**src/rtl/if_id_stage_if.sv**
```systemverilog
// Signal bundle between the IF stage, EX hazard feedback and the IF/ID pipeline register.
// The slave side is the IF/ID stage itself; the master side drives fetch and hazard inputs.
interface if_id_stage_if;
  logic [31:0] pc_if;
  logic [31:0] inst_if;
  logic        flush;
  logic        ext_stall;
  logic        idex_mem_read;
  logic [4:0]  idex_rd;
  logic [31:0] pc_id;
  logic [31:0] pc4_id;
  logic [31:0] inst_id;
  logic        valid_id;
  logic        stall_out;
  logic        bubble_id;
  logic [31:0] stall_cnt;

  modport master (
    output pc_if, inst_if, flush, ext_stall, idex_mem_read, idex_rd,
    input  pc_id, pc4_id, inst_id, valid_id, stall_out, bubble_id, stall_cnt
  );

  modport slave (
    input  pc_if, inst_if, flush, ext_stall, idex_mem_read, idex_rd,
    output pc_id, pc4_id, inst_id, valid_id, stall_out, bubble_id, stall_cnt
  );
endinterface

```
**src/rtl/if_id_stage.sv**
```systemverilog
// IF/ID pipeline register with load-use hazard detection and a saturating stall counter.
// Capture priority is flush > hold > normal; stall_out and bubble_id are combinational.
module if_id_stage (
  input logic          clk,
  input logic          rst_n,
  if_id_stage_if.slave bus
);

  localparam logic [31:0] RESET_PC = 32'h0000_3000;
  localparam logic [31:0] NOP_INST = 32'h0000_0013;

  logic [31:0] pc_r;
  logic [31:0] pc4_r;
  logic [31:0] inst_r;
  logic        valid_r;
  logic [31:0] cnt_r;

  logic [4:0]  rs1_s;
  logic [4:0]  rs2_s;
  logic [6:0]  opcode_s;
  logic        rs1_used_s;
  logic        rs2_used_s;
  logic        load_use_s;
  logic        hold_s;

  function automatic logic [31:0] sat_inc(input logic [31:0] v);
    if (v == 32'hFFFF_FFFF) begin
      sat_inc = v;
    end else begin
      sat_inc = v + 32'd1;
    end
  endfunction

  // Decode source-register usage of the instruction sitting in ID.
  always_comb begin
    rs1_s      = inst_r[19:15];
    rs2_s      = inst_r[24:20];
    opcode_s   = inst_r[6:0];
    rs1_used_s = 1'b0;
    rs2_used_s = 1'b0;
    case (opcode_s)
      7'b1100111, 7'b0000011, 7'b0010011: begin
        rs1_used_s = 1'b1;
        rs2_used_s = 1'b0;
      end
      7'b1100011, 7'b0100011, 7'b0110011: begin
        rs1_used_s = 1'b1;
        rs2_used_s = 1'b1;
      end
      default: begin
        rs1_used_s = 1'b0;
        rs2_used_s = 1'b0;
      end
    endcase
  end

  // Load-use hazard against the load in EX; x0 as destination never hazards.
  always_comb begin
    load_use_s = valid_r & bus.idex_mem_read & (bus.idex_rd != 5'd0) &
                 ((rs1_used_s & (rs1_s == bus.idex_rd)) |
                  (rs2_used_s & (rs2_s == bus.idex_rd)));
    hold_s     = load_use_s | bus.ext_stall;
  end

  // Pipeline register: flush squashes to a NOP even if a hold is pending.
  always_ff @(posedge clk or negedge rst_n) begin
    if (!rst_n) begin
      pc_r    <= RESET_PC;
      pc4_r   <= RESET_PC + 32'd4;
      inst_r  <= NOP_INST;
      valid_r <= 1'b0;
    end else if (bus.flush) begin
      pc_r    <= bus.pc_if;
      pc4_r   <= bus.pc_if + 32'd4;
      inst_r  <= NOP_INST;
      valid_r <= 1'b0;
    end else if (hold_s) begin
      pc_r    <= pc_r;
      pc4_r   <= pc4_r;
      inst_r  <= inst_r;
      valid_r <= valid_r;
    end else begin
      pc_r    <= bus.pc_if;
      pc4_r   <= bus.pc_if + 32'd4;
      inst_r  <= bus.inst_if;
      valid_r <= 1'b1;
    end
  end

  // Count load-use stall cycles that actually take effect; ext_stall alone never counts.
  always_ff @(posedge clk or negedge rst_n) begin
    if (!rst_n) begin
      cnt_r <= 32'd0;
    end else if (load_use_s & ~bus.flush) begin
      cnt_r <= sat_inc(cnt_r);
    end else begin
      cnt_r <= cnt_r;
    end
  end

  assign bus.pc_id     = pc_r;
  assign bus.pc4_id    = pc4_r;
  assign bus.inst_id   = inst_r;
  assign bus.valid_id  = valid_r;
  assign bus.stall_cnt = cnt_r;
  assign bus.stall_out = hold_s & ~bus.flush;
  assign bus.bubble_id = load_use_s | ~valid_r | bus.flush;

endmodule

```
**src/flat_wrapper.sv**
```systemverilog
// flat-port wrapper written by rule: the top's interface ports become plain ports
module if_id_stage_flat 
  (clk, rst_n, bus_pc_if, bus_inst_if, bus_flush, bus_ext_stall, bus_idex_mem_read, bus_idex_rd, bus_pc_id, bus_pc4_id, bus_inst_id, bus_valid_id, bus_stall_out, bus_bubble_id, bus_stall_cnt);
  if_id_stage_if bus_i ();
  input logic clk;
  input logic rst_n;
  input wire logic [$bits(bus_i.pc_if)-1:0] bus_pc_if;
  input wire logic [$bits(bus_i.inst_if)-1:0] bus_inst_if;
  input wire logic [$bits(bus_i.flush)-1:0] bus_flush;
  input wire logic [$bits(bus_i.ext_stall)-1:0] bus_ext_stall;
  input wire logic [$bits(bus_i.idex_mem_read)-1:0] bus_idex_mem_read;
  input wire logic [$bits(bus_i.idex_rd)-1:0] bus_idex_rd;
  output wire logic [$bits(bus_i.pc_id)-1:0] bus_pc_id;
  output wire logic [$bits(bus_i.pc4_id)-1:0] bus_pc4_id;
  output wire logic [$bits(bus_i.inst_id)-1:0] bus_inst_id;
  output wire logic [$bits(bus_i.valid_id)-1:0] bus_valid_id;
  output wire logic [$bits(bus_i.stall_out)-1:0] bus_stall_out;
  output wire logic [$bits(bus_i.bubble_id)-1:0] bus_bubble_id;
  output wire logic [$bits(bus_i.stall_cnt)-1:0] bus_stall_cnt;
  assign bus_i.pc_if = bus_pc_if;
  assign bus_i.inst_if = bus_inst_if;
  assign bus_i.flush = bus_flush;
  assign bus_i.ext_stall = bus_ext_stall;
  assign bus_i.idex_mem_read = bus_idex_mem_read;
  assign bus_i.idex_rd = bus_idex_rd;
  assign bus_pc_id = bus_i.pc_id;
  assign bus_pc4_id = bus_i.pc4_id;
  assign bus_inst_id = bus_i.inst_id;
  assign bus_valid_id = bus_i.valid_id;
  assign bus_stall_out = bus_i.stall_out;
  assign bus_bubble_id = bus_i.bubble_id;
  assign bus_stall_cnt = bus_i.stall_cnt;
  if_id_stage u_core (.clk(clk), .rst_n(rst_n), .bus(bus_i));
endmodule
```
**config.mk**
```make
export PLATFORM = sky130hd
export DESIGN_NAME = if_id_stage_flat
export DESIGN_NICKNAME = d
export VERILOG_FILES = /design/src/rtl/if_id_stage_if.sv /design/src/rtl/if_id_stage.sv /design/src/flat_wrapper.sv
export SDC_FILE = /design/constraint.sdc
export NUM_CORES = 1
export LEC_CHECK = 0
export CAP_MARGIN = 30
export CORE_UTILIZATION = 45
export CTS_CLUSTER_SIZE = 28
export DETAILED_ROUTE_END_ITERATION = 16
export GPL_TIMING_DRIVEN = 0
export PLACE_DENSITY = 0.87
export RECOVER_POWER = 100
export SLEW_MARGIN = 20
export SYNTH_ARGS = -nofsm -noshare
export SYNTH_HDL_FRONTEND = slang
export SYNTH_SLANG_ARGS = --single-unit
```
**constraint.sdc**
```tcl
create_clock -name clk -period 3.9 [get_ports clk]
set_input_delay 0.975 -clock clk [delete_from_list [all_inputs] [get_ports clk]]
set_output_delay 0.975 -clock clk [all_outputs]
set_load 0.02 [all_outputs]
```
==> impl_metrics.yaml <==
cells_and_area:
  layout_common_cells: "dlygate4sd3_1 (122), dfrtp_1 (119), clkdlybuf4s50_1 (74)"
  insertedDiodeCount: 0
  syn2layout_area_growth_pct: 46.0
  final_common_cell: "dlygate4sd3_1"
  nets: 764
  drive_gt1_share_pct: 13.6
  fill_cells: 984
setup_path:
  endpoint_kind: "primary output"
  cp_max_fo: 10
  startpoint: "bus_idex_rd[0]"
  crit_path_end: "bus_bubble_id"
  crit_slowest_cell: "or4_1"
  cpPeakStageDelay_ns: 0.52
  cp-start-kind: "input port"
  reg2reg_depth: 9
  crit_required_ns: 2.92
  rr_endpoint: "u_core.bus.pc_id[11]"
  critical_path_class: "in -> out"
  r2r_start: "u_core.bus.inst_id[0]"
  cp.arrival_ns: 2.85
  timing.reg2reg.setup_slack_ns: 1.06
  path_cells: "dlygate4sd2_1 > or4_1 > o211a_1 > o21a_2 > buf_4 > or3_1 > buf_2"
floorplan:
  dieArea_um2: 13600
  die_y_um: 117
  core.rowCount: 41
  initial_utilization_pct: 46.4
  io_pins: 205
  die_w_um: 117
  core_um2: 12700
synthesis:
  synthArstFlopShare_pct: 100
  yosysSeqAreaShare_pct: 53.9
  ys_ff_latch: 127
  yosysUniqueCellTypes: 41
  syn_nets: 540
  synth.area.top_cells: "dfrtp_1 (50%), xnor2_1 (8.7%), mux2_4 (7.6%), mux2_2 (6.1%), a22o_1 (4.3%)"
  synth_edf_count: 0
  synth_top_area_share_pct: 50.4
  synth_area_per_cell_um2: 12.7
  synth_warnings: 0
  synth-main-ff-cell: "dfrtp_1"
  netlist_area_um2: 5910
  syn_inst: 464
  yosysTopAreaCell: "dfrtp_1"
sta:
  rsz0062_at_grt: "false"
  hold_viol_final: 0
  layout_setup_ws_ns: 0.0734
  setup_viol: 0
  worst_pin_slew_ns: 2.71
  fmaxAchievable_ghz: 0.261
  fin_skew_ns: 0.00894
  fin_crit_sh_pct: 98.1
  slew_headroom_pct: -80.6
  period_needed_ns: 3.83
  holdWs_ns: 0.490
  drv_slew: 60
global_routing:
  grt_usage_pct: 24.6
  antenna_found_initial: 0
  grt-ovfl-total: 0
  grt_first_pass_wirelength_um: 25100
  grt_pass1_vias: 4807
  grt_max_degree: 69
detailed_routing:
  dr.pass1.iters: 5
  route.detailed.drc: 0
  vias: 4659
  routed_via_density: 5.34
  wl_per_cell_um: 18.6
  drtIter0Drc: 240
  routed_wl_um: 16200
  ant_nets: 0
run:
  cap_violations: 1
hold_path:
  hold_class: "reg -> reg"
clocking:
  root_buffer: "clkbuf_16"
  cts_buffers: 17
  clkLatencyLatePin_ns: 0.41
  clock-sinks: 127
  clk_path_buf_depth: 2
  cts_tree: "built"
  clkTransAtPathRegs_ns: 0.06
  holdBufCountCts: 0
  cts_max_level: 4
placement:
  port_buffers: 204
  gp_congestion: 0.829
  dp_hpwl_um: 12000
  post-place-ws_ns: -0.699
run_status:
  violations: "capacitance limit, slew limit"
  status: "finished, violations left"
pwr:
  p_per_area_nw_per_um2: 402
  p_leak_nw: 3.75
  total_power_w: 0.00346
  ir_drop_mv: 0.323
==> metal layers <==
layer / wire length [µm] / track usage, % / up-vias
met4: 414 / 11.1 / 0
li1: - / - / 2137
met5: 0 / 0 / -
met3: 973 / 6.33 / 32
met1: 6480 / 29.1 / 2326
met2: 8340 / 42.2 / 164
==> cell type report <==
class                      instances  area [µm²]  area share [%]
buffer                            21         114            1.32
multi-input combinational        310        2470            28.6
sequential                       127        3190            36.9
timing repair buffer             206        2060            23.9
tap                              172         215            2.49
inverter                           5        23.8           0.276
clock buffer                      22         464            5.38
clock inverter                    10        88.8            1.03
==> power breakdown <==
| group | leakage (nW) | internal [W] | switching (W) | total [W] |
|---|---|---|---|---|
| logic | 1.90 | 0.000264 | 0.000274 | 0.000538 |
| clock network | 0.262 | 0.000905 | 0.000569 | 0.00147 |
| registers | 1.59 | 0.00140 | 0.0000501 | 0.00145 |
==> through the flow <==
stage / std cells / instance area [µm²] / TNS [ns] / util [%]
final: 873 / 8630 / 0 / 67.8
after global placement: 840 / 8170 / -366.68 / 64.2
after CTS: 873 / 8750 / 0 / 68.8
after global routing: 873 / 8630 / 0 / 67.8
after detailed placement: 841 / 8200 / -1.34 / 64.4
after floorplan: 464 / 5910 / 0 / -
==> sequential cells by signal, summed over array words and instances, names as in the netlist <==
name and count:
u_core.bus.stall_cnt 32, u_core.bus.valid_id 1, u_core.bus.pc_id 30, u_core.bus.pc4_id 32
u_core.bus.inst_id 32
==> cells by family (layout without fill, tap and decap cells) <==
group | Yosys count | in the layout | synth area share (%)
simple gates | 136 | 136 | 13.0
xor+xnor | 69 | 69 | 10.2
fa+ha+maj | 2 | 2 | 0.423
compound gates | 41 | 41 | 5.82
mux | 62 | 62 | 13.7
flops | 127 | 127 | 53.9
buf+inv | 27 | 264 | 2.82
==> worst max-delay path, delay by kind of cell <==
kind	cells	cell delay (ns)
buf+inv	3	0.64
compound gates	2	0.42
simple gates	2	0.82
==> synthesized netlist by cell type, types with 3 or more instances <==
cell type / n
nand4_1: 22
a22o_1: 29
buf_6: 4
xnor2_1: 59
buf_2: 8
dfstp_2: 8
o22a_1: 3
nor2_1: 13
nand2_1: 20
dfrtp_1: 119
mux2_4: 30
clkbuf_1: 4
inv_1: 4
xor2_1: 10
and4_1: 8
nor4_1: 4
mux2_2: 32
nand3_1: 34
and3_1: 17
and2_1: 4
buf_4: 6
==> worst min-delay path by stage <==
stage                                        start                        to  depth (start not counted)
after global routing          u_core.bus.pc_id[20]      u_core.bus.pc_id[20]                          1
final                     u_core.bus.stall_cnt[10]  u_core.bus.stall_cnt[10]                          1
after CTS                 u_core.bus.stall_cnt[10]  u_core.bus.stall_cnt[10]                          1
after global placement    u_core.bus.stall_cnt[10]  u_core.bus.stall_cnt[10]                          1
after floorplan           u_core.bus.stall_cnt[27]  u_core.bus.stall_cnt[27]                          1
after detailed placement  u_core.bus.stall_cnt[10]  u_core.bus.stall_cnt[10]                          1
==> repair_timing <==
item / CTS / global route
cloned: 0 / 0
endpoints found under the setup margin: 2 / 2
gates resized for setup: 16 / 3
pin swaps: 1 / 1
setup buffers: 1 / 0
(Power assumes the default switching activity.)
